## config.mk

```make
export PLATFORM = sky130hd
export DESIGN_NAME = character_motion
export DESIGN_NICKNAME = d
export VERILOG_FILES = /design/src/rtl/skyhop_pkg.sv /design/src/rtl/frame_step_counter.sv /design/src/rtl/character_motion.sv
export SDC_FILE = /design/constraint.sdc
export NUM_CORES = 1
export LEC_CHECK = 0
export ABC_AREA = 1
export CORE_MARGIN = 4
export CORE_UTILIZATION = 60
export DETAILED_ROUTE_END_ITERATION = 6
export PLACE_DENSITY = 0.91
export SYNTH_ARGS = -nofsm -noshare
export SYNTH_HDL_FRONTEND = slang
export SYNTH_HIERARCHICAL = 1
export SYNTH_SLANG_ARGS = --single-unit
```

## constraint.sdc

```tcl
create_clock -name clk -period 3.7 [get_ports clk]
set_input_delay 0.37 -clock clk [delete_from_list [all_inputs] [get_ports clk]]
set_output_delay 0.37 -clock clk [all_outputs]
set_load 0.01 [all_outputs]
```

## src/rtl/skyhop_pkg.sv

```systemverilog
// Shared definitions for the skyhop game: character motion states and the
// screen geometry used by the motion, block and sprite logic.
package skyhop_pkg;

  typedef enum logic [1:0] {
    S_STAND = 2'd0,
    S_FLY   = 2'd1,
    S_FALL  = 2'd2,
    S_DEAD  = 2'd3
  } motion_state_t;

  localparam int POS_W       = 11;
  localparam int SCR_X0      = 32;
  localparam int SCR_BLOCK_W = 64;
  localparam int SCR_Y_BASE  = 400;
  localparam int SCR_FLOOR_Y = 560;

endpackage

```

## src/rtl/frame_step_counter.sv

```systemverilog
// Jump phase counter: counts enabled frame ticks 0..N_STEPS-1 and flags the
// last phase so the owner can finish the move on that tick.
module frame_step_counter #(
  parameter int N_STEPS = 16,
  parameter int PH_W    = (N_STEPS > 1) ? $clog2(N_STEPS) : 1
) (
  input  logic            clk,
  input  logic            rst,
  input  logic            clr,
  input  logic            en,
  output logic [PH_W-1:0] phase,
  output logic            tc
);

  assign tc = (phase == PH_W'(N_STEPS - 1));

  always_ff @(posedge clk or negedge rst) begin
    if (!rst) begin
      phase <= '0;
    end else if (clr) begin
      phase <= '0;
    end else if (en) begin
      phase <= tc ? '0 : phase + PH_W'(1);
    end
  end

endmodule

```

## src/rtl/character_motion.sv

```systemverilog
// Player character column / pixel tracker driving landing and jump-fail
// status. Optional landing counter: define CHARACTER_MOTION_COUNT_EN.
module character_motion
  import skyhop_pkg::*;
#(
  parameter int COLS        = 8,
  parameter int HOME_COL    = 3,
  parameter int X0          = SCR_X0,
  parameter int BLOCK_W     = SCR_BLOCK_W,
  parameter int Y_BASE      = SCR_Y_BASE,
  parameter int JUMP_FRAMES = 16,
  parameter int RISE        = 4,
  parameter int FALL_STEP   = 8,
  parameter int FLOOR_Y     = SCR_FLOOR_Y
) (
  input  logic                     clk,
  input  logic                     rst,
  input  logic                     frame_tick,
  input  logic                     game_reset,
  input  logic                     jump_left,
  input  logic                     jump_right,
  input  logic                     block_present,
  output logic [$clog2(COLS)-1:0]  col,
  output logic [POS_W-1:0]         xpos,
  output logic [POS_W-1:0]         ypos,
  output logic                     character_landed,
  output logic                     jump_fail
`ifdef CHARACTER_MOTION_COUNT_EN
  ,
  output logic [7:0]               jump_count
`endif
);

  localparam int CW   = $clog2(COLS);
  localparam int PH_W = (JUMP_FRAMES > 1) ? $clog2(JUMP_FRAMES) : 1;
  localparam int HALF = JUMP_FRAMES / 2;

  localparam logic [POS_W-1:0] X_HOME   = POS_W'(X0 + HOME_COL * BLOCK_W);
  localparam logic [POS_W-1:0] X_STEP   = POS_W'(BLOCK_W / JUMP_FRAMES);
  localparam logic [POS_W-1:0] Y_STAND  = POS_W'(Y_BASE);
  localparam logic [POS_W-1:0] Y_RISE   = POS_W'(RISE);
  localparam logic [POS_W:0]   Y_FSTEP  = (POS_W + 1)'(FALL_STEP);
  localparam logic [POS_W:0]   Y_FLOOR  = (POS_W + 1)'(FLOOR_Y);
  localparam logic [CW-1:0]    COL_HOME = CW'(HOME_COL);
  localparam logic [CW-1:0]    COL_MAX  = CW'(COLS - 1);

  // Geometry must keep every vertical step inside the 11-bit pixel range.
  if ((BLOCK_W % JUMP_FRAMES) != 0 || (JUMP_FRAMES % 2) != 0 ||
      HOME_COL < 0 || HOME_COL >= COLS ||
      (Y_BASE - RISE * HALF) < 0 || (FLOOR_Y + FALL_STEP) > 2047 ||
      FLOOR_Y < Y_BASE) begin : g_param_err
    $error("character_motion: illegal parameter combination");
  end

  motion_state_t    state, state_n;
  logic [CW-1:0]    col_n;
  logic [POS_W-1:0] xpos_n, ypos_n;
  logic             landed_n, fail_n;
  logic             dir_right, dir_right_n;
  logic             off_map, off_map_n;
  logic             jump_start;
  logic [PH_W-1:0]  phase;
  logic             phase_tc;
  logic [POS_W:0]   fall_sum;

  frame_step_counter #(
    .N_STEPS (JUMP_FRAMES),
    .PH_W    (PH_W)
  ) u_phase (
    .clk   (clk),
    .rst   (rst),
    .clr   (jump_start | game_reset),
    .en    (frame_tick & (state == S_FLY)),
    .phase (phase),
    .tc    (phase_tc)
  );

  assign fall_sum = {1'b0, ypos} + Y_FSTEP;

  always_comb begin
    state_n     = state;
    col_n       = col;
    xpos_n      = xpos;
    ypos_n      = ypos;
    dir_right_n = dir_right;
    off_map_n   = off_map;
    landed_n    = 1'b0;
    fail_n      = jump_fail;
    jump_start  = 1'b0;

    if (game_reset) begin
      state_n     = S_STAND;
      col_n       = COL_HOME;
      xpos_n      = X_HOME;
      ypos_n      = Y_STAND;
      dir_right_n = 1'b0;
      off_map_n   = 1'b0;
      fail_n      = 1'b0;
    end else begin
      unique case (state)
        S_STAND: begin
          // A jump takes precedence over any coincident frame tick.
          if (!jump_fail && (jump_left ^ jump_right)) begin
            jump_start  = 1'b1;
            state_n     = S_FLY;
            dir_right_n = jump_right;
            off_map_n   = 1'b0;
            if (jump_right) begin
              if (col == COL_MAX) off_map_n = 1'b1;
              else                col_n     = col + CW'(1);
            end else begin
              if (col == '0) off_map_n = 1'b1;
              else           col_n     = col - CW'(1);
            end
          end else if (jump_fail && frame_tick) begin
            state_n = S_FALL;
          end
        end
        S_FLY: begin
          if (frame_tick) begin
            xpos_n = dir_right ? xpos + X_STEP : xpos - X_STEP;
            ypos_n = (phase < PH_W'(HALF)) ? ypos - Y_RISE : ypos + Y_RISE;
            if (phase_tc) begin
              ypos_n   = Y_STAND;
              landed_n = 1'b1;
              fail_n   = off_map | ~block_present;
              state_n  = S_STAND;
            end
          end
        end
        S_FALL: begin
          if (frame_tick) begin
            if (fall_sum >= Y_FLOOR) begin
              ypos_n   = Y_FLOOR[POS_W-1:0];
              landed_n = 1'b1;
              state_n  = S_DEAD;
            end else begin
              ypos_n = fall_sum[POS_W-1:0];
            end
          end
        end
        S_DEAD: begin
          state_n = S_DEAD;
        end
        default: begin
          state_n = S_STAND;
        end
      endcase
    end
  end

  always_ff @(posedge clk or negedge rst) begin
    if (!rst) begin
      state            <= S_STAND;
      col              <= COL_HOME;
      xpos             <= X_HOME;
      ypos             <= Y_STAND;
      dir_right        <= 1'b0;
      off_map          <= 1'b0;
      character_landed <= 1'b0;
      jump_fail        <= 1'b0;
    end else begin
      state            <= state_n;
      col              <= col_n;
      xpos             <= xpos_n;
      ypos             <= ypos_n;
      dir_right        <= dir_right_n;
      off_map          <= off_map_n;
      character_landed <= landed_n;
      jump_fail        <= fail_n;
    end
  end

`ifdef CHARACTER_MOTION_COUNT_EN
  // Only successful jump landings count; fall landings are excluded.
  always_ff @(posedge clk or negedge rst) begin
    if (!rst) begin
      jump_count <= '0;
    end else if (game_reset) begin
      jump_count <= '0;
    end else if (state == S_FLY && landed_n && !fail_n && jump_count != 8'hFF) begin
      jump_count <= jump_count + 8'd1;
    end
  end
`endif

endmodule
```

==> reports/results.tsv <==
stage	metric	value	unit
synth	Post-synth ARST share	1.00	
sta	Worst Skew	0.00641	ns
floorplan	Die Wd	74.5	microns
synth	Synth warnings	6	
flow_run	max-cap violations	0	
synth	Seq cells post-synth	31	
finish	Final Cell Area	3050	sq um
clock_tree	post-cts gate resize count	0	
synth	Yosys cell types	47	
place	Place WS	1.65	ns
power	Lkg Pwr	1.53	nW
synth	post-synthesis xor/xnor area fraction	0.0259	
sta	Fin. Hold Viols	0	
critical_path	data arrival time of the worst path	2.30	ns
clock_tree	post-CTS setup buffers	0	
synth	Synth Area per Inst	7.25	sq um
floorplan	core area	4140	sq um
clock_tree	clk sink count	31	
finish	Antenna Cells	0	
critical_path	CP Data Required Time	3.91	ns
drt	DR iter-0 viols	172	
power	Clk network pwr share	0.137	
finish	fraction of layout cells with a size suffix above 1	0.102	
critical_path	Worst Setup End Kind	flip-flop	
critical_path	WS Path Type	reg2reg	
drt	detailed-route DRC error count	0	
drt	Final ANT Viol Nets	0	
clock_tree	CTS buffer count	5	
power	Pwr Density	613	nW/um^2
synth	Synth Area in Simple Gates	0.307	
place	DP Area	2970	sq um
power	Seq pwr share	0.298	
synth	sequential fraction of the synthesis area	0.296	
synth	post-synthesis mux area share	0	
sta	setup_tns	0	ns
place	IO Port Bufs	29	
finish	Layout Nets	430	
global_routing	vias in the first global route	2498	
synth	number of synthesized flops with an enable pin	0	
clock_tree	worst skew pair latency	0.28	ns
clock_tree	H-tree lvl count	2	
clock_tree	CTS Buffer Depth	2	
synth	largest family of logic cells by synthesized area	simple AND/OR/NAND/NOR gates	
global_routing	total gr overflow	0	
place	HPWL after DPL	4910	microns
clock_tree	CTS tree	yes	
power	P_sw	0.857	mW
critical_path	reg2reg start	u_phase/phase[3]	
sta	Final Max Slew Viols	0	
synth	Synth Cell Area	2650	sq um
drt	WL per Instance	14.2	microns
power	Peak VDD IR	344	uV
sta	final setup margin	1.61	ns
finish	# fillers	334	
sta	min Tclk post-route	2.09	ns
worst_hold_path	Hold WC Path Type	in2async	
synth	Synth Area in Compound Gates	0.131	
critical_path	Worst R2R Path Depth	10	
floorplan	die height	74.5	microns
power	Internal Power	1.01	mW
sta	FMAX	477	MHz
drt	first drt pass iteration count	4	
sta	period utilization	0.566	
place	GP Congestion	0.873	
drt	vias	2517	
global_routing	pin count of the biggest net entering global routing	32	
drt	Via density	5.58	
clock_tree	Clk pin slew, worst setup/hold paths	0.06	ns
global_routing	first-pass GRT wire length	10800	microns
power	Logic pwr share	0.564	
power	sw frac	0.458	
global_routing	gr usage total	0.251	
finish	Layout area overhead	15.0	%
clock_tree	clock root cell	clkbuf_8	
sta	RSZ-0062 raised after global routing	no	
floorplan	floorplan row count	23	
synth	Adder-Cell Fraction of Synth Area	0.117	
floorplan	initial core utilization	0.640	
global_routing	antenna violations before repair	0	
critical_path	crit start category	flip-flop	
critical_path	Crit Path Max Fanout	7	
floorplan	die area	5550	sq um
floorplan	I/O Pins	34	
synth	Gate Count Post-Synth	366	
synth	ys flop type	dfrtp_1	
drt	drt total wl	6410	microns
sta	final setup violation count	0	
status	run status	completed	
critical_path	worst r2r dst	ypos[10]	
clock_tree	Hold Buf Count CTS	0	
critical_path	R2R Setup Slk	1.61	ns
worst max-delay path: stages, from the launching register on:
cell and delay, ns:
dfrtp_1 0.49, inv_1 0.21, ha_1 0.39, a21oi_1 0.22
or2_1 0.15, nand3_1 0.10, nand2_1 0.08, nand2_1 0.06
nand2_1 0.08, nand3_1 0.11, o21ai_1 0.14
logic make-up (layout without fill, tap and decap cells):
logic type,count (synthesis),after routing
simple gates,172,172
buf+inv,72,104
compound gates,60,60
flops,31,31
fa+ha+maj,23,23
xor+xnor,7,7
other cells,1,4
sequential cells by signal (all words and copies together) (netlist names):
name	cells
state	2
jump_fail	1
u_phase/phase	4
col	3
dir_right	1
xpos	9
ypos	9
character_landed	1
off_map	1
metrics by stage:
step / std cells / util / hold slack, ns / power (mW)
3_5_place_dp: 443 / 0.716 / 0.506 / 1.60
2_1_floorplan: 369 / - / 0.0744 / 1.27
4_1_cts: 451 / 0.736 / 0.504 / 1.86
6_report: 451 / 0.736 / 0.489 / 1.87
5_1_grt: 451 / 0.736 / 0.509 / 2.04
3_3_place_gp: 443 / 0.716 / 0.499 / 1.56
power by group through the flow:
| stage | sequential (mW) | clock [mW] | combinational, mW |
|---|---|---|---|
| 2_1_floorplan | 0.559 | 0 | 0.714 |
| 3_3_place_gp | 0.555 | 0 | 1.01 |
| 3_5_place_dp | 0.560 | 0 | 1.04 |
| 4_1_cts | 0.555 | 0.260 | 1.05 |
| 5_1_grt | 0.569 | 0.278 | 1.19 |
| 6_report | 0.558 | 0.257 | 1.06 |
how the worst max path moves through the flow:
stage / startpoint / endpoint / slack, ns / cells after the start
floorplan: u_phase/phase[3] / ypos[10] / 2.00 / 10
global placement: u_phase/phase[3] / ypos[10] / 1.69 / 10
detailed placement: u_phase/phase[3] / ypos[10] / 1.65 / 10
CTS: u_phase/phase[3] / ypos[10] / 1.63 / 10
global route: u_phase/phase[3] / ypos[10] / 1.40 / 10
finish: u_phase/phase[3] / ypos[10] / 1.61 / 10
synth_stat cells (2+ instances only):
| cell | n | area, sq um |
|---|---|---|
| a21oi_1 | 20 | 100 |
| dfrtp_1 | 23 | 576 |
| nand3_2 | 2 | 20.0 |
| inv_2 | 4 | 15.0 |
| dfstp_2 | 8 | 210 |
| nand3_1 | 25 | 125 |
| inv_1 | 59 | 221 |
| nand3b_1 | 2 | 15.0 |
| xnor2_1 | 2 | 17.5 |
| fa_1 | 3 | 60.1 |
| o211ai_1 | 2 | 15.0 |
| o21ai_0 | 8 | 40.0 |
| nor2_1 | 20 | 75.1 |
| xor2_1 | 4 | 35.0 |
| nor3_2 | 2 | 20.0 |
| a21o_1 | 2 | 15.0 |
| o21ai_2 | 2 | 17.5 |
| nor3_1 | 2 | 10.0 |
| o21ai_1 | 16 | 80.1 |
| ha_1 | 20 | 250 |
| nand2_1 | 89 | 334 |
| buf_4 | 4 | 30.0 |
| nand2_2 | 4 | 25.0 |
| nand4_1 | 14 | 87.6 |
| nor2_2 | 2 | 12.5 |
| o22ai_1 | 4 | 25.0 |
| or2_1 | 3 | 18.8 |
layer usage:
layer | track usage | vias to the layer above | share of wire
met4 | 0.0929 | 0 | 0.019
met1 | 0.334 | 1189 | 0.46
met2 | 0.414 | 71 | 0.47
li1 | - | 1245 | -
met3 | 0.0392 | 12 | 0.047
met5 | 0 | - | 0
layout by cell type, fill, tap and decap left out, types with 5 or more instances in the layout:
master / synthesis / routed
dfrtp_1: 23 / 23
o21ai_0: 8 / 8
clkbuf_8: 1 / 5
a21oi_1: 20 / 20
dfstp_2: 8 / 8
clkdlybuf4s50_1: 0 / 29
nand4_1: 14 / 14
o21ai_1: 16 / 16
nand2_1: 89 / 89
inv_1: 59 / 59
ha_1: 20 / 20
nand3_1: 25 / 25
nor2_1: 20 / 20
final cells by class:
cell class / instances / area, sq um / share of cell area
tap: 50 / 62.6 / 0.0205
clock buffer: 7 / 76.3 / 0.0250
timing repair buffer: 30 / 298 / 0.0976
clock inverter: 1 / 5.00 / 0.00164
sequential: 31 / 786 / 0.258
multi-input combinational: 266 / 1560 / 0.510
inverter: 66 / 267 / 0.0874
Power figures use the tool's default switching activity.
